$ cat src/rtl/mem_seq_arbiter.sv
// mem_seq_arbiter
//   Shares one single-port memory between the CPU's instruction-fetch and data
//   ports. Each instruction is sequenced as
//   FETCH -> DECODE (decoder settle) -> optional DATA -> COMMIT.
//   The single-cycle CPU is frozen through cpu_ce except during the one COMMIT
//   cycle, when its PC/regfile/data-memory side effects take place.
//
//   A watchdog bounds every memory request. If no ack arrives in time, the
//   transaction is forced to complete and the sticky bus_err flag is set.
//
// Ports
//   clk, reset             rising-edge clock, asynchronous active-high reset
//   pc                     CPU program counter (fetch address)
//   dm_cs, dm_r, dm_w      CPU data-memory strobes
//   maddr, mwdata          CPU data address / store data
//   inst, mrdata           registered instruction / load data back to the CPU
//   cpu_ce                 CPU clock enable, high only in COMMIT
//   mem_req, mem_we        memory request / write enable
//   mem_addr, mem_wdata    memory address / write data
//   mem_rdata, mem_ack     memory read data and single-cycle completion
//   bus_err, err_clr       sticky timeout flag and its clear
//   instret                retired-instruction counter
module mem_seq_arbiter #(
  parameter int unsigned TIMEOUT    = 255,
  parameter int unsigned CNT_W      = 8,
  parameter logic [31:0] RESET_INST = 32'h0000_0000
) (
  input  logic        clk,
  input  logic        reset,
  input  logic [31:0] pc,
  input  logic        dm_cs,
  input  logic        dm_r,
  input  logic        dm_w,
  input  logic [31:0] maddr,
  input  logic [31:0] mwdata,
  output logic [31:0] inst,
  output logic [31:0] mrdata,
  output logic        cpu_ce,
  output logic        mem_req,
  output logic        mem_we,
  output logic [31:0] mem_addr,
  output logic [31:0] mem_wdata,
  input  logic [31:0] mem_rdata,
  input  logic        mem_ack,
  output logic        bus_err,
  input  logic        err_clr,
  output logic [31:0] instret
);

  typedef enum logic [2:0] {
    S_IDLE   = 3'd0,
    S_FETCH  = 3'd1,
    S_DECODE = 3'd2,
    S_DATA   = 3'd3,
    S_COMMIT = 3'd4
  } state_t;

  // The watchdog counts 0..TIMEOUT-1 while waiting; the timeout fires in the
  // cycle whose count is TIMEOUT-1, i.e. after TIMEOUT cycles without ack.
  localparam logic [CNT_W-1:0] TO_LAST = CNT_W'(TIMEOUT - 1);

  state_t             state_q, state_d;
  logic [31:0]        inst_q, inst_d;
  logic [31:0]        mrdata_q, mrdata_d;
  logic [31:0]        instret_q, instret_d;
  logic [CNT_W-1:0]   wdog_q, wdog_d;
  logic               bus_err_q, bus_err_d;

  logic               busy;
  logic               to_hit;
  logic               done;

  // A write is selected by dm_w alone; dm_r carries no extra information.
  logic               unused_dm_r;
  assign unused_dm_r = dm_r;

  assign busy   = (state_q == S_FETCH) || (state_q == S_DATA);
  // An ack in the timeout cycle takes priority over the forced completion.
  assign to_hit = busy && !mem_ack && (wdog_q == TO_LAST);
  assign done   = busy && (mem_ack || to_hit);

  // State register and all other flops.
  always_ff @(posedge clk or posedge reset) begin
    if (reset) begin
      state_q   <= S_IDLE;
      inst_q    <= RESET_INST;
      mrdata_q  <= 32'h0;
      instret_q <= 32'h0;
      wdog_q    <= '0;
      bus_err_q <= 1'b0;
    end else begin
      state_q   <= state_d;
      inst_q    <= inst_d;
      mrdata_q  <= mrdata_d;
      instret_q <= instret_d;
      wdog_q    <= wdog_d;
      bus_err_q <= bus_err_d;
    end
  end

  // Next-state logic.
  always_comb begin
    state_d = state_q;
    unique case (state_q)
      S_IDLE:   state_d = S_FETCH;
      S_FETCH:  if (done) state_d = S_DECODE;
      S_DECODE: state_d = dm_cs ? S_DATA : S_COMMIT;
      S_DATA:   if (done) state_d = S_COMMIT;
      S_COMMIT: state_d = S_FETCH;
      default:  state_d = S_IDLE;
    endcase
  end

  // Memory request and CPU enable outputs.
  always_comb begin
    mem_req   = 1'b0;
    mem_we    = 1'b0;
    mem_addr  = 32'h0;
    mem_wdata = 32'h0;
    cpu_ce    = 1'b0;
    unique case (state_q)
      S_FETCH: begin
        mem_req  = 1'b1;
        mem_addr = pc;
      end
      S_DATA: begin
        mem_req   = 1'b1;
        mem_we    = dm_w;
        mem_addr  = maddr;
        mem_wdata = mwdata;
      end
      S_COMMIT: cpu_ce = 1'b1;
      default: ;
    endcase
  end

  // Captured data, watchdog, error flag and retire counter.
  always_comb begin
    inst_d    = inst_q;
    mrdata_d  = mrdata_q;
    instret_d = instret_q;
    wdog_d    = '0;
    bus_err_d = bus_err_q;

    if ((state_q == S_FETCH) && done)
      inst_d = mem_ack ? mem_rdata : RESET_INST;

    // Writes leave mrdata untouched, whether acked or timed out.
    if ((state_q == S_DATA) && done && !dm_w)
      mrdata_d = mem_ack ? mem_rdata : 32'h0;

    // Cleared outside FETCH/DATA, so every entry starts from zero.
    if (busy && !done)
      wdog_d = wdog_q + CNT_W'(1);

    if (to_hit)
      bus_err_d = 1'b1;
    else if (err_clr)
      bus_err_d = 1'b0;

    if (state_q == S_COMMIT)
      instret_d = instret_q + 32'd1;
  end

  assign inst    = inst_q;
  assign mrdata  = mrdata_q;
  assign instret = instret_q;
  assign bus_err = bus_err_q;

endmodule

$ cat config.mk
export PLATFORM = sky130hd
export DESIGN_NAME = mem_seq_arbiter
export DESIGN_NICKNAME = d
export VERILOG_FILES = /design/src/rtl/mem_seq_arbiter.sv
export SDC_FILE = /design/constraint.sdc
export NUM_CORES = 1
export LEC_CHECK = 0
export BUFFER_PORTS_ARGS = -buffer_cell sky130_fd_sc_hd__buf_2
export CELL_PAD_IN_SITES_DETAIL_PLACEMENT = 1
export CELL_PAD_IN_SITES_GLOBAL_PLACEMENT = 1
export CORE_MARGIN = 2
export CORE_UTILIZATION = 30
export DETAILED_ROUTE_END_ITERATION = 12
export PLACE_DENSITY_LB_ADDON = 0.1
export SLEW_MARGIN = 20
export SYNTH_ARGS = -nofsm -noshare
export SYNTH_HDL_FRONTEND = slang
export SYNTH_SLANG_ARGS = --single-unit
$ cat constraint.sdc
create_clock -name clk -period 6.6 [get_ports clk]
set_input_delay 0.99 -clock clk [delete_from_list [all_inputs] [get_ports clk]]
set_output_delay 0.99 -clock clk [all_outputs]
set_load 0.01 [all_outputs]
==> flow_metrics.py <==
metrics = {
    "min_path": {
        "hold_start": "instret[31]$_DFFE_PP0P_",
        "hold_path.class": "reg -> reg",
        "whs_path_depth": 1,
    },
    "power": {
        "p_switching_uw": 1047,
        "leakagePower_uw": 0.003874,
        "combPwrFrac": 0.429,
        "irDropWorstVdd_v": 0.0001353,
        "seqPwrFrac": 0.356,
        "p_clk_frac": 0.215,
        "cellPowerDensity_mw_per_mm2": 394.0,
        "p_int_uw": 1723,
        "swShare": 0.3780,
    },
    "timing": {
        "hold_viol": 0,
        "slew_violations": 0,
        "fmax_mhz": 337.9,
        "relSlewSlack": 0.4358,
        "setup_violations": 0,
        "tightestPinTransition_ns": 0.8453,
        "fin_crit_sh": 0.4484,
        "rsz0062_at_grt": "false",
        "fin_skew_ns": 0.01261,
        "fin_crit_ns": 2.960,
        "fin_setup_tns_ns": 0,
    },
    "placed_design": {
        "placed_area_mm2": 0.006695,
        "io_buffers": 297,
        "dp_hpwl_um": 13440,
        "gp_congestion": 0.8315,
    },
    "floorplanning": {
        "die_width_um": 133.0,
        "start_util": 0.3041,
        "num_io_pins": 299,
        "core_mm2": 0.01641,
        "rows": 47,
        "dieArea_mm2": 0.01768,
        "die_h_um": 133.0,
    },
    "final_layout": {
        "final_area_mm2": 0.007030,
        "seq_area_mm2": 0.002704,
        "fill_cells": 1924,
        "syn2layout_area_growth_pct": 40.90,
        "final_nets": 858,
        "layout_commonest_cell": "buf_2",
        "layout-drive-gt1-share": 0.4621,
        "final_cell_mix": "297 x buf_2, 107 x dfrtp_1, 47 x nor2_1",
        "multi_input_area_mm2": 0.002141,
    },
    "drt": {
        "wl_per_cell_um": 19.10,
        "drtPass1Iterations": 4,
        "num_vias": 4690,
        "drc_errors": 0,
        "drt_iter0_drc": 230,
        "ant_nets": 0,
        "via_per_inst": 4.958,
        "totalWireLength_um": 18070,
    },
    "cts": {
        "h-tree-depth": 3,
        "cts_setup_buffers": 0,
        "cts.sinks": 108,
        "clk_latency_ns": 0.35,
        "cts_buffers": 9,
        "clk_pin_slew_worst_paths_ns": 0.07,
        "cts.path.max_buffers": 2,
        "tritoncts": "yes",
        "post_cts_resized": 0,
        "cts_hold_buf": 0,
        "clockRootBuffer": "clkbuf_16",
    },
    "yosys": {
        "synth_edf_count": 0,
        "ys_seq_elements": 108,
        "syn_area_per_cell_um2": 11.47,
        "ys.flop_type": "dfrtp_1",
        "postSynth.asyncResetShare": 1.000,
        "syn_area_mm2": 0.004990,
        "ys_seq_area_frac": 0.5416,
        "synthesis.instances": 435,
        "yosysWarnings": 0,
        "ys_types": 37,
        "synth_nets": 573,
    },
    "worst_setup_path": {
        "r2r_start": "state_q[2]$_DFFE_PP0P_",
        "cp-start-kind": "register",
        "crit_required_ns": 5.61,
        "critical_path_class": "reg -> out",
        "reg2regPathDepth": 9,
        "worstPathArrival_ns": 1.97,
        "cp-end-kind": "output port",
        "cp_max_fo": 71,
        "cp-startpoint": "state_q[1]$_DFFE_PP0P_",
        "reg2reg_slack_ns": 3.94,
    },
    "global_route": {
        "overflow": 0,
        "grt_start_max_net_pins": 72,
        "antenna_found_initial": 0,
        "grt_pass1_vias": 4903,
        "grt_pass1_wl_um": 27920,
        "grt_usage": 0.2006,
    },
    "job": {
        "cap_violations": 0,
    },
    "run_status": {
        "status": "complete, no violations",
    },
}
cell usage after synthesis, drive strengths merged, types with 2 or more instances:
cell type,n,area share
clkbuf,29,0.022
nand3,12,0.013
a32o,32,0.064
mux2i,32,0.064
nor2,49,0.038
nor3,3,0.0040
and3,37,0.046
xnor2,25,0.044
and4,7,0.013
o21ai,2,0.0020
dfrtp,108,0.54
nand4,9,0.014
and2,3,0.0043
inv,9,0.0068
xor2,12,0.023
ha,3,0.0075
a22o,32,0.056
nand2,20,0.015
critical path, stage by stage, from the launching register on:
cell	delay (ns)
dfrtp_2	0.39
buf_4	0.35
or3b_4	0.55
inv_2	0.16
buf_2	0.16
metal layers:
metal  vias to the layer above  GRT usage  routed length (um)
met5                         -          0                   0
met4                         0    0.06571                 369
met3                        18    0.05785                1358
met2                       190     0.3325                8890
met1                      2332     0.2524                7452
li1                       2150          -                   -
sequential cells by signal, indices dropped and copies added, names as in the netlist:
register / flops
wdog_q: 8
mrdata: 32
state_q: 3
instret: 32
bus_err: 1
inst: 32
power groups by stage:
stage	combinational, uW	sequential, uW	clock (uW)
finish	1190	985	595
global route	1290	1010	642
CTS	1200	984	617
detailed placement	1200	994	0
global placement	1180	988	0
floorplan	593	1080	0
kinds of logic after synthesis:
group / synth area share
AO/OA/AOI/OAI: 0.1284
XOR/XNOR: 0.06645
adder cells (fa/ha/maj): 0.007523
buffers and inverters: 0.03084
flip-flops: 0.5416
multiplexers: 0.06645
AND/OR/NAND/NOR: 0.1587
final timing paths:
check,end
max in group asynchronous,instret[17]$_DFFE_PP0P_
hold reg to reg,instret[31]$_DFFE_PP0P_
min in group asynchronous,inst[15]$_DFFE_PP0P_
setup / recovery,cpu_ce
setup reg to reg,mrdata[6]$_DFFE_PP0P_
hold / removal,instret[31]$_DFFE_PP0P_
cell type report:
type / instances / share of cell area
multi-input cells: 288 / 0.3045
inverters: 9 / 0.005161
diodes: 1 / 0.0003559
repair buffers: 304 / 0.2189
clock inverters: 6 / 0.01335
well taps: 220 / 0.03915
clock buffers: 10 / 0.03399
flip-flops and latches: 108 / 0.3846
through the flow:
stage | instances | setup slack (ns) | hold slack, ns | power [uW] | util
4_1_cts | 945 | 3.603 | 0.4768 | 2803 | 0.4284
3_3_place_gp | 929 | 3.645 | 0.4611 | 2164 | 0.4081
5_1_grt | 945 | 3.519 | 0.5005 | 2943 | 0.4284
3_5_place_dp | 929 | 3.631 | 0.4631 | 2193 | 0.4081
6_report | 946 | 3.640 | 0.4678 | 2770 | 0.4285
2_1_floorplan | 435 | 2.764 | 0.4925 | 1669 | -
Power figures use the tool's default switching activity.
